===== src/rtl/dtree_feature_loader_if.sv =====
// Byte-stream input and result output handshakes of the decision-tree feature loader.
// The loader connects as slave; the producer/consumer side connects as master.
interface dtree_feature_loader_if #(
    parameter int unsigned W = 8
);
    logic         in_valid;
    logic         in_ready;
    logic [W-1:0] in_data;
    logic         in_last;
    logic         res_valid;
    logic         res_ready;
    logic         res_class;

    modport master (
        output in_valid, in_data, in_last, res_ready,
        input  in_ready, res_valid, res_class
    );

    modport slave (
        input  in_valid, in_data, in_last, res_ready,
        output in_ready, res_valid, res_class
    );
endinterface


===== src/rtl/dtree_feature_loader.sv =====
// Assembles a 5-byte feature vector for the combinational decision tree, holds it for a
// settle window, samples the tree's class bit and hands it off over a valid/ready port.
module dtree_feature_loader #(
    parameter int unsigned W          = 8,
    parameter int unsigned SETTLE     = 2,
    parameter bit          CHECK_LAST = 1'b1
) (
    input  logic                  clk,
    input  logic                  rst,
    dtree_feature_loader_if.slave bus,
    output logic [W-1:0]          X0,
    output logic [W-1:0]          X1,
    output logic [W-1:0]          X2,
    output logic [W-1:0]          X3,
    output logic [W-1:0]          X4,
    input  logic                  tree_out,
    output logic                  err_frame,
    output logic [15:0]           res_count
);

    typedef enum logic [1:0] {
        ST_LOAD,
        ST_SETTLE,
        ST_PRESENT
    } state_t;

    state_t        state_q, state_d;
    logic [2:0]    idx_q, idx_d;
    logic [3:0]    cnt_q, cnt_d;
    logic [W-1:0]  x_q [5];
    logic [W-1:0]  x_d [5];
    logic          cls_q, cls_d;
    logic          err_q, err_d;
    logic [15:0]   res_count_q, res_count_d;
    logic          frame_ok;

    always_comb begin
        state_d     = state_q;
        idx_d       = idx_q;
        cnt_d       = cnt_q;
        x_d         = x_q;
        cls_d       = cls_q;
        err_d       = 1'b0;
        res_count_d = res_count_q;
        frame_ok    = 1'b1;

        unique case (state_q)
            ST_LOAD: begin
                if (bus.in_valid) begin
                    // in_last must be set exactly on the fifth byte of a frame
                    frame_ok = !CHECK_LAST || (bus.in_last == (idx_q == 3'd4));
                    if (!frame_ok) begin
                        idx_d = '0;
                        err_d = 1'b1;
                    end else begin
                        for (int unsigned i = 0; i < 5; i++) begin
                            if (idx_q == 3'(i)) x_d[i] = bus.in_data;
                        end
                        if (idx_q == 3'd4) begin
                            idx_d   = '0;
                            cnt_d   = 4'(SETTLE);
                            state_d = ST_SETTLE;
                        end else begin
                            idx_d = idx_q + 3'd1;
                        end
                    end
                end
            end
            ST_SETTLE: begin
                if (cnt_q == 4'd0) begin
                    cls_d   = tree_out;
                    state_d = ST_PRESENT;
                end else begin
                    cnt_d = cnt_q - 4'd1;
                end
            end
            ST_PRESENT: begin
                if (bus.res_ready) begin
                    res_count_d = res_count_q + 16'd1;
                    state_d     = ST_LOAD;
                end
            end
            default: state_d = ST_LOAD;
        endcase
    end

    always_ff @(posedge clk) begin
        if (rst) begin
            state_q     <= ST_LOAD;
            idx_q       <= '0;
            cnt_q       <= '0;
            x_q         <= '{default: '0};
            cls_q       <= 1'b0;
            err_q       <= 1'b0;
            res_count_q <= '0;
        end else begin
            state_q     <= state_d;
            idx_q       <= idx_d;
            cnt_q       <= cnt_d;
            x_q         <= x_d;
            cls_q       <= cls_d;
            err_q       <= err_d;
            res_count_q <= res_count_d;
        end
    end

    assign bus.in_ready  = (state_q == ST_LOAD);
    assign bus.res_valid = (state_q == ST_PRESENT);
    assign bus.res_class = cls_q;
    assign X0            = x_q[0];
    assign X1            = x_q[1];
    assign X2            = x_q[2];
    assign X3            = x_q[3];
    assign X4            = x_q[4];
    assign err_frame     = err_q;
    assign res_count     = res_count_q;

endmodule


===== src/flat_wrapper.sv =====
// flat-port wrapper written by rule: the top's interface ports become plain ports
module dtree_feature_loader_flat 
#(
    parameter int unsigned W          = 8,
    parameter int unsigned SETTLE     = 2,
    parameter bit          CHECK_LAST = 1'b1
)
  (clk, rst, X0, X1, X2, X3, X4, tree_out, err_frame, res_count, bus_in_valid, bus_in_data, bus_in_last, bus_res_ready, bus_in_ready, bus_res_valid, bus_res_class);
  dtree_feature_loader_if #(.W(W)) bus_i ();
  input  logic clk;
  input  logic rst;
  output logic [W-1:0] X0;
  output logic [W-1:0] X1;
  output logic [W-1:0] X2;
  output logic [W-1:0] X3;
  output logic [W-1:0] X4;
  input  logic tree_out;
  output logic err_frame;
  output logic [15:0] res_count;
  input wire logic [$bits(bus_i.in_valid)-1:0] bus_in_valid;
  input wire logic [$bits(bus_i.in_data)-1:0] bus_in_data;
  input wire logic [$bits(bus_i.in_last)-1:0] bus_in_last;
  input wire logic [$bits(bus_i.res_ready)-1:0] bus_res_ready;
  output wire logic [$bits(bus_i.in_ready)-1:0] bus_in_ready;
  output wire logic [$bits(bus_i.res_valid)-1:0] bus_res_valid;
  output wire logic [$bits(bus_i.res_class)-1:0] bus_res_class;
  assign bus_i.in_valid = bus_in_valid;
  assign bus_i.in_data = bus_in_data;
  assign bus_i.in_last = bus_in_last;
  assign bus_i.res_ready = bus_res_ready;
  assign bus_in_ready = bus_i.in_ready;
  assign bus_res_valid = bus_i.res_valid;
  assign bus_res_class = bus_i.res_class;
  dtree_feature_loader #(.W(W), .SETTLE(SETTLE), .CHECK_LAST(CHECK_LAST)) u_core (.clk(clk), .rst(rst), .bus(bus_i), .X0(X0), .X1(X1), .X2(X2), .X3(X3), .X4(X4), .tree_out(tree_out), .err_frame(err_frame), .res_count(res_count));
endmodule

===== config.mk =====
export PLATFORM = sky130hd
export DESIGN_NAME = dtree_feature_loader_flat
export DESIGN_NICKNAME = d
export VERILOG_FILES = /design/src/rtl/dtree_feature_loader_if.sv /design/src/rtl/dtree_feature_loader.sv /design/src/flat_wrapper.sv
export SDC_FILE = /design/constraint.sdc
export NUM_CORES = 1
export LEC_CHECK = 0
export ABC_AREA = 1
export CORE_MARGIN = 5
export CORE_UTILIZATION = 35
export CTS_BUF_LIST = sky130_fd_sc_hd__clkbuf_8
export CTS_CLUSTER_SIZE = 25
export DETAILED_ROUTE_END_ITERATION = 12
export PLACE_DENSITY = 0.62
export SLEW_MARGIN = 20
export SYNTH_ARGS = -nofsm -noshare
export SYNTH_HDL_FRONTEND = slang
export SYNTH_SLANG_ARGS = --single-unit

===== constraint.sdc =====
create_clock -name clk -period 1.8 [get_ports clk]
set_input_delay 0.36 -clock clk [delete_from_list [all_inputs] [get_ports clk]]
set_output_delay 0.36 -clock clk [all_outputs]
set_load 0.05 [all_outputs]

After elaboration in Yosys (flattened, before gate mapping)

Cells that the tools add are included.

Bits in registers: 67
Input port bits: 14

Bitwise logic cells: 2
$add $sub $neg: 3
Multiplexer cells: 14
Equality and inequality tests: 13
Reductions and logical operators: 15

Operator list:

| cell                                                 | number |
|---|---|
| AND reduction 4 bit                                  | 5 |
| adder 16 x 1 -> 16 bit (second input constant)       | 1 |
| 2-to-1 mux 4 bit                                     | 4 |
| 2-to-1 mux 2 bit                                     | 5 |
| AND reduction 5 bit                                  | 2 |
| case mux 4 bit (2 select lines)                      | 1 |
| equality test 3 x 2 -> 1 bit (second input constant) | 2 |
| 2-to-1 mux 3 bit                                     | 2 |
| != test 2 x 1 -> 1 bit (second input constant)       | 3 |
| != test 2 bit (second input constant)                | 3 |
| case mux 2 bit (3 select lines)                      | 1 |
| AND reduction 2 bit                                  | 3 |
| logical NOT 4 bit                                    | 1 |
| subtractor 4 x 1 -> 4 bit (second input constant)    | 1 |
| adder 3 x 1 -> 3 bit (second input constant)         | 1 |
| equality test 3 x 1 -> 1 bit (second input constant) | 1 |
| equality test 3 bit (second input constant)          | 1 |
| logical NOT 3 bit                                    | 1 |
| OR reduction 3 bit                                   | 1 |
| equality test 2 x 1 -> 1 bit (second input constant) | 1 |
| equality test 2 bit (second input constant)          | 1 |
| logical NOT 2 bit                                    | 1 |
| NOT 1 bit                                            | 2 |
| nonzero test 2 bit                                   | 1 |
| 2 further kinds                                      | 2 |

Logic depth before layout (Yosys ltp)

Gate-level depths: netlist (run 1).

Depth after elaboration: 5
Mapped depth: 12
Mapped depth without buffers: 12

Worst setup path before layout (run 1)

Ideal clock, no wire load.

Path kind: register -> register
Start point: register u_core.idx_q[0]
End point: register u_core.x_q (netlist bit u_core.X0[0])
Buffers on the path: 0
Data required time: 1735 ps
Arrival: 1840 ps
Stages on the path, launching flop included: 11
Path slack: -105 ps
Setup time: 65 ps
Period minus slack after synthesis: 1905 ps
Cells stage by stage: dfxtp_1 inv_1 ha_1 nand2_1 inv_1 ha_1 inv_1 nand4_4 inv_1 nor2_1 nor2_1

Longest elaborated chain between the ends: 3
Elaborated cells between the ends (all ways): 4

RTL lines:

| item                                   | line                        | RTL |
|---|---|---|
| from (decl)                            | dtree_feature_loader.sv:28  | `logic [2:0] idx_q, idx_d;` |
| from (signal assigned)                 | dtree_feature_loader.sv:98  | `idx_q <= idx_d;` |
| equality test 3 bit                    | dtree_feature_loader.sv:51  | `frame_ok = !CHECK_LAST \|\| (bus.in_last == (idx_q == 3'd4));` |
| equality test 1 bit                    | dtree_feature_loader.sv:51  |  |
| AND reduction 4 bit (no source line) * | n/a                         |  |
| to (signal assigned)                   | dtree_feature_loader.sv:92  | `x_q <= '{default: '0};` |
| to (signal assigned)                   | dtree_feature_loader.sv:100 | `x_q <= x_d;` |
| to (decl)                              | dtree_feature_loader.sv:30  | `logic [W-1:0] x_q [5];` |

Mark *: on every way between the ends. The rest lies on a longest branch, timed or not.
A chain may end at the register's enable or synchronous reset.

Final worst setup path (run 1)

Start point: register u_core.state_q[1]
End point: output port bus_res_valid

Longest elaborated chain between the ends: 1

RTL lines:

| item                   | line                        | RTL |
|---|---|---|
| from (decl)            | dtree_feature_loader.sv:27  | `state_t state_q, state_d;` |
| from (signal assigned) | dtree_feature_loader.sv:97  | `state_q <= state_d;` |
| equality test 2 bit    | dtree_feature_loader.sv:108 | `assign bus.res_valid = (state_q == ST_PRESENT);` |
| to (decl)              | flat_wrapper.sv:25          | `output wire logic [$bits(bus_i.res_valid)-1:0] bus_res_valid;` |

Every way passes these cells.

==> results.sh, run 1 <==
export IMPL_status="completed"
export IMPL_rsz0062_at_grt="false"
export IMPL_antennaDiodeCount=0
export IMPL_worst_pin_slew_ps=336
export IMPL_routedWlPerCell_um=13.6
export IMPL_drcViolationCount=0
export IMPL_ctsLongestPathBuffers=2
export IMPL_syn_inst=364
export IMPL_synth_top_area_share_pct=47.5
export IMPL_r2r_slack_ps=150
export IMPL_path_clk_slew_ps=80
export IMPL_grt_max_degree=41
export IMPL_dpl_instance_area_um2=3640
export IMPL_viasPerCell=4.75
export IMPL_vias=2674
export IMPL_die_w_um=99.9
export IMPL_setup_viol=0
export IMPL_rr_worst_depth=12
export IMPL_clockRootBuffer="clkbuf_8"
export IMPL_port_buffers=73
export IMPL_synth_avg_cell_area_um2=7.77
export IMPL_grt_pass1_wl_mm=12.6
export IMPL_final_max_slew_viol_count=0
export IMPL_peakVddDrop_mv=0.363
export IMPL_initial_core_util_pct=36.2
export IMPL_rows=32
export IMPL_finalClockSkew_ps=6.51
export IMPL_fmax_mhz=605
export IMPL_numCtsBuffers=9
export IMPL_ys_ff_latch=67
export IMPL_clkSinkCount=67
export IMPL_ys_warnings_count=0
export IMPL_reg2reg_to="u_core.cnt_q[2]$_SDFFE_PP0P_"
export IMPL_synth_top_area_cell="dfxtp_1"
export IMPL_die_area_um2=9970
export IMPL_startpoint="u_core.state_q[1]$_SDFFE_PP0P_"
export IMPL_syn_nets=387
export IMPL_drt_iter0_drc=73
export IMPL_antenna_found_initial=0
export IMPL_cp_max_fo=4
export IMPL_tns_ps=0
export IMPL_end_kind="output port"
export IMPL_fin_nets=479
export IMPL_crit_path_start_kind="flip-flop"
export IMPL_core_area_um2=7810
export IMPL_gr_total_overflow=0
export IMPL_area_growth_pct=40.5
export IMPL_chipHeight_um=99.9
export IMPL_crit_arrival_ps=1290
export IMPL_max_slew_margin_pct=77.5
export IMPL_cts_tree="done"
export IMPL_synth_distinct_cells=26
export IMPL_syn_cell_area_um2=2830
export IMPL_ys_top_cells_by_area="dfxtp_1, nor2_1, o21ai_0"
export IMPL_maxCapViolations=0
export IMPL_io_pin_count=74
export IMPL_hp_class="reg2reg"
export IMPL_dr_pass1_iters=4
export IMPL_fin_crit_ps=1650
export IMPL_wirelength_mm=7.66
export IMPL_crit_end="bus_res_valid"
export IMPL_drive_gt1_share_pct=26.0
export IMPL_hpwl_mm=5.29
export IMPL_r2r_start="u_core.idx_q[0]$_SDFFE_PP0P_"
export IMPL_cp_required_ps=1440
export IMPL_critical_path_class="reg2out"
export IMPL_n_fill_cell=773
export IMPL_pwr_density_cell_nw_per_um2=907
export IMPL_leakage_nw=1.68
export IMPL_ant_nets=0
export IMPL_first_global_vias=2523
export IMPL_hold_viol_final=0
export IMPL_period_share_pct=91.8
export IMPL_routabilityCongestion=0.817
export IMPL_globalRouteTotalUtil_pct=16.0
export IMPL_finalInstanceArea_um2=3970
export IMPL_hold_buffers=0
export IMPL_clk_latency_ps=350
export IMPL_htreeDepth=3
export IMPL_ys_seq_area_share_pct=47.5
## layout by cell type (no fill, tap or decap), drive strengths merged
cell type,synthesis,final
dfxtp,67,67
nand3,23,23
a21oi,20,20
clkdlybuf4s50,0,13
clkbuf,8,10
xor2,3,3
and3,1,1
a31oi,2,2
bufinv,0,3
ha,9,9
buf,1,76
clkinvlp,0,1
nand2,43,43
a211oi,3,3
xnor2,1,1
nor3,6,6
inv,34,36
o21ai,40,40
clkinv,1,1
nor2,94,94
nand4,8,9
## power by group
part	switching [mW]	total, mW	internal, mW
sequential	0.0253	1.55	1.53
clock	0.598	1.55	0.948
combinational	0.326	0.503	0.177
total	0.950	3.60	2.65
## synthesized netlist by cell type
| cell type | number |
|---|---|
| nor2_1 | 90 |
| nor2_4 | 3 |
| nor3_2 | 1 |
| dfxtp_1 | 67 |
| clkbuf_1 | 8 |
| xnor2_1 | 1 |
| xor2_1 | 3 |
| nor3_1 | 5 |
| o21ai_1 | 5 |
| a211oi_1 | 3 |
| clkinv_4 | 1 |
| inv_1 | 33 |
| nor2_2 | 1 |
| a31oi_1 | 2 |
| ha_1 | 9 |
| nand3_1 | 22 |
| buf_12 | 1 |
| and3_1 | 1 |
| nand4_1 | 5 |
| nand2_4 | 1 |
| nand2_1 | 42 |
| a21oi_1 | 20 |
| o21ai_0 | 35 |
| nand3_4 | 1 |
| nand4_4 | 3 |
| inv_6 | 1 |
## state kept, by name, summed over array words and instances (netlist names)
name / count
u_core.X3: 8
u_core.X4: 8
u_core.X1: 8
u_core.err_frame: 1
u_core.bus.res_class: 1
u_core.res_count: 16
u_core.X2: 8
u_core.X0: 8
u_core.cnt_q: 4
u_core.idx_q: 3
u_core.state_q: 2
## cells by family (layout without fill, tap and decap cells)
logic type      Yosys count  count (layout)  synth area share, %
compound gates           65              65                 11.9
xor+xnor                  4               4                 1.24
fa+ha+maj                 9               9                 3.98
buf+inv                  44             140                 6.77
flops                    67              67                 47.5
simple gates            175             176                 28.7
## stage by stage
stage | power (mW) | hold WS [ps] | std cells | util, % | setup slack [ps]
floorplan | 1.89 | 452 | 364 | - | 8.90
global placement | 2.06 | 438 | 545 | 46.6 | -163
detailed placement | 2.06 | 444 | 545 | 46.6 | -196
CTS | 3.62 | 459 | 562 | 50.4 | 22.5
global route | 3.75 | 486 | 563 | 50.8 | 13.0
finish | 3.60 | 453 | 563 | 50.8 | 148
## final cells by class
class	count	area, um^2	share of cell area [%]
Sequential cell	67	1340	33.8
Timing Repair Buffer	89	738	18.6
Clock buffer	10	138	3.47
Clock inverter	6	105	2.65
Inverter	35	146	3.69
Multi-Input combinational cell	254	1370	34.5
Tap cell	102	128	3.21
## worst max-delay path, stage by stage, from the launching register on
cell     delay (ps)
dfxtp_1         470
inv_1            80
nor2_2          210
buf_12          170
## per-layer routing
layer  routed length, um  GRT usage, %
met4                 125          5.67
met5                   0             0
met3                 627          5.63
met1                3600          20.7
met2                3300          24.6
## worst min path at each step
stage / slack [ps] / cells past startpoint / to / startpoint
2_1_floorplan: 450 / 2 / u_core.cnt_q[3]$_SDFFE_PP0P_ / u_core.cnt_q[3]$_SDFFE_PP0P_
3_3_place_gp: 440 / 2 / u_core.bus.res_class$_SDFFE_PP0P_ / u_core.bus.res_class$_SDFFE_PP0P_
3_5_place_dp: 440 / 2 / u_core.bus.res_class$_SDFFE_PP0P_ / u_core.bus.res_class$_SDFFE_PP0P_
4_1_cts: 460 / 2 / u_core.bus.res_class$_SDFFE_PP0P_ / u_core.bus.res_class$_SDFFE_PP0P_
5_1_grt: 490 / 2 / u_core.bus.res_class$_SDFFE_PP0P_ / u_core.bus.res_class$_SDFFE_PP0P_
6_report: 450 / 2 / u_core.bus.res_class$_SDFFE_PP0P_ / u_core.bus.res_class$_SDFFE_PP0P_
## timing repair
item	4_1_cts	5_1_grt
setup endpoints to repair	13	31
setup buffers	0	1
cloned	1	0
pin swaps	3	4
gates resized for setup	9	10
Power figures use the tool's default switching activity.
==> run 2: changes to the inputs <==
DONT_BUFFER_PORTS = 1   (was unset)
PLACE_DENSITY = 0.5   (was 0.62)
TNS_END_PERCENT = 50   (was unset)
==> results.sh, run 2 (synthesized netlist as in run 1, its figures left out) <==
export IMPL_max_slew_margin_pct=63.1
export IMPL_final_max_slew_viol_count=0
export IMPL_final_util_pct=43.8
export IMPL_setup_viol=0
export IMPL_routedWlPerCell_um=14.2
export IMPL_maxCapViolations=0
export IMPL_io_pin_count=74
export IMPL_r2r_start="u_core.idx_q[0]$_SDFFE_PP0P_"
export IMPL_die_w_um=99.9
export IMPL_status="completed"
export IMPL_ctsLongestPathBuffers=2
export IMPL_gr_total_overflow=0
export IMPL_clockRootBuffer="clkbuf_8"
export IMPL_core_area_um2=7810
export IMPL_routabilityCongestion=0.739
export IMPL_power_mw=3.35
export IMPL_r2r_slack_ps=140
export IMPL_port_buffers=0
export IMPL_pre_cts_ws_ps=-90.2
export IMPL_antenna_found_initial=0
export IMPL_grt_pass1_wl_mm=10.9
export IMPL_period_share_pct=92.4
export IMPL_cts_tree="done"
export IMPL_end_kind="flip-flop"
export IMPL_crit_path_start_kind="flip-flop"
export IMPL_viasPerCell=4.83
export IMPL_hp_class="in2reg"
export IMPL_cp_required_ps=2080
export IMPL_leakage_nw=1.35
export IMPL_fin_crit_ps=1660
export IMPL_fin_nets=419
export IMPL_clkSinkCount=67
export IMPL_drive_gt1_share_pct=16.5
export IMPL_htreeDepth=3
export IMPL_n_fill_cell=791
export IMPL_pwr_density_cell_nw_per_um2=980
export IMPL_worst_pin_slew_ps=552
export IMPL_first_global_vias=2162
export IMPL_crit_end="u_core.cnt_q[2]$_SDFFE_PP0P_"
export IMPL_fin_ws_ps=138
export IMPL_finalClockSkew_ps=8.84
export IMPL_peakVddDrop_mv=0.411
export IMPL_mostFrequentLayoutCell="nor2_1"
export IMPL_globalRouteTotalUtil_pct=14.0
export IMPL_hold_buffers=0
export IMPL_tns_ps=0
export IMPL_chipHeight_um=99.9
export IMPL_wirelength_mm=7.12
export IMPL_rows=32
export IMPL_vias=2432
export IMPL_startpoint="u_core.idx_q[0]$_SDFFE_PP0P_"
export IMPL_numCtsBuffers=9
export IMPL_final_cell_mix="nor2_1, dfxtp_1, nand2_1"
export IMPL_rr_worst_depth=12
export IMPL_critical_path_class="reg2reg"
export IMPL_clk_latency_ps=340
export IMPL_cp_max_fo=7
export IMPL_antennaDiodeCount=0
export IMPL_hold_slack_ps=75.3
export IMPL_drcViolationCount=0
export IMPL_path_clk_slew_ps=80
export IMPL_seq_area_um2=1340
export IMPL_drt_iter0_drc=53
export IMPL_dr_pass1_iters=4
export IMPL_grt_max_degree=33
export IMPL_largest_reg_flops=16
export IMPL_area_growth_pct=20.9
export IMPL_ant_nets=0
export IMPL_die_area_um2=9970
export IMPL_fmax_mhz=602
export IMPL_hold_viol_final=0
export IMPL_reg2reg_to="u_core.cnt_q[2]$_SDFFE_PP0P_"
export IMPL_hpwl_mm=5.21
export IMPL_multi_input_area_um2=1350
export IMPL_crit_arrival_ps=1940
export IMPL_min_path_cells=1
export IMPL_initial_core_util_pct=36.2
## run 2: layout make-up
cell class	count	area share [%]
Clock buffer	11	4.43
Clock inverter	5	2.23
Inverter	35	4.36
Multi-Input combinational cell	253	39.4
Sequential cell	67	39.3
Tap cell	102	3.73
Timing Repair Buffer	30	6.59
## run 2: worst max-delay path, cell delays in order, from the launching register on
cell	delay, ps
dfxtp_1	320
inv_1	50
ha_1	210
nand2_1	90
inv_1	80
ha_4	240
nor2_4	140
nand3_4	100
nand2_4	100
nand2_1	70
nand2_1	60
nand3_1	60
nor2_1	80
## run 2: layer usage
| layer | part of all wire [%] | GRT usage [%] | wire length, um | vias up |
|---|---|---|---|---|
| li1 | - | - | - | 1255 |
| met1 | 46 | 17.4 | 3250 | 1093 |
| met2 | 43 | 21.0 | 3040 | 71 |
| met3 | 9.9 | 5.98 | 704 | 13 |
| met4 | 1.9 | 6.51 | 133 | 0 |
| met5 | 0 | 0 | 0 | - |
## run 2: worst min path at each step
stage                                 startpoint  slack, ps                                to
floorplan           u_core.cnt_q[3]$_SDFFE_PP0P_        450      u_core.cnt_q[3]$_SDFFE_PP0P_
global placement                             rst        430    u_core.state_q[1]$_SDFFE_PP0P_
detailed placement                           rst        430    u_core.state_q[1]$_SDFFE_PP0P_
CTS                                          rst         60  u_core.res_count[1]$_SDFFE_PP0P_
global route                                 rst         60  u_core.res_count[7]$_SDFFE_PP0P_
finish                                       rst         80  u_core.res_count[1]$_SDFFE_PP0P_
## run 2: report_power, final
| group | switching [mW] | internal [mW] | total [mW] |
|---|---|---|---|
| clock | 0.580 | 0.849 | 1.43 |
| combinational | 0.142 | 0.0965 | 0.238 |
| sequential | 0.156 | 1.53 | 1.68 |
| total | 0.877 | 2.47 | 3.35 |
## run 2: through the flow
stage                     std cells  area [um^2]
final                           503         3420
after CTS                       502         3370
after floorplan                 364         2830
after global routing            503         3420
after global placement          486         3120
after detailed placement        486         3120
## run 2: repair_timing
item                       4_1_cts  5_1_grt
pin swaps                        1        3
gates resized for setup          4        8
setup buffers                    0        1
setup endpoints to repair        9       38
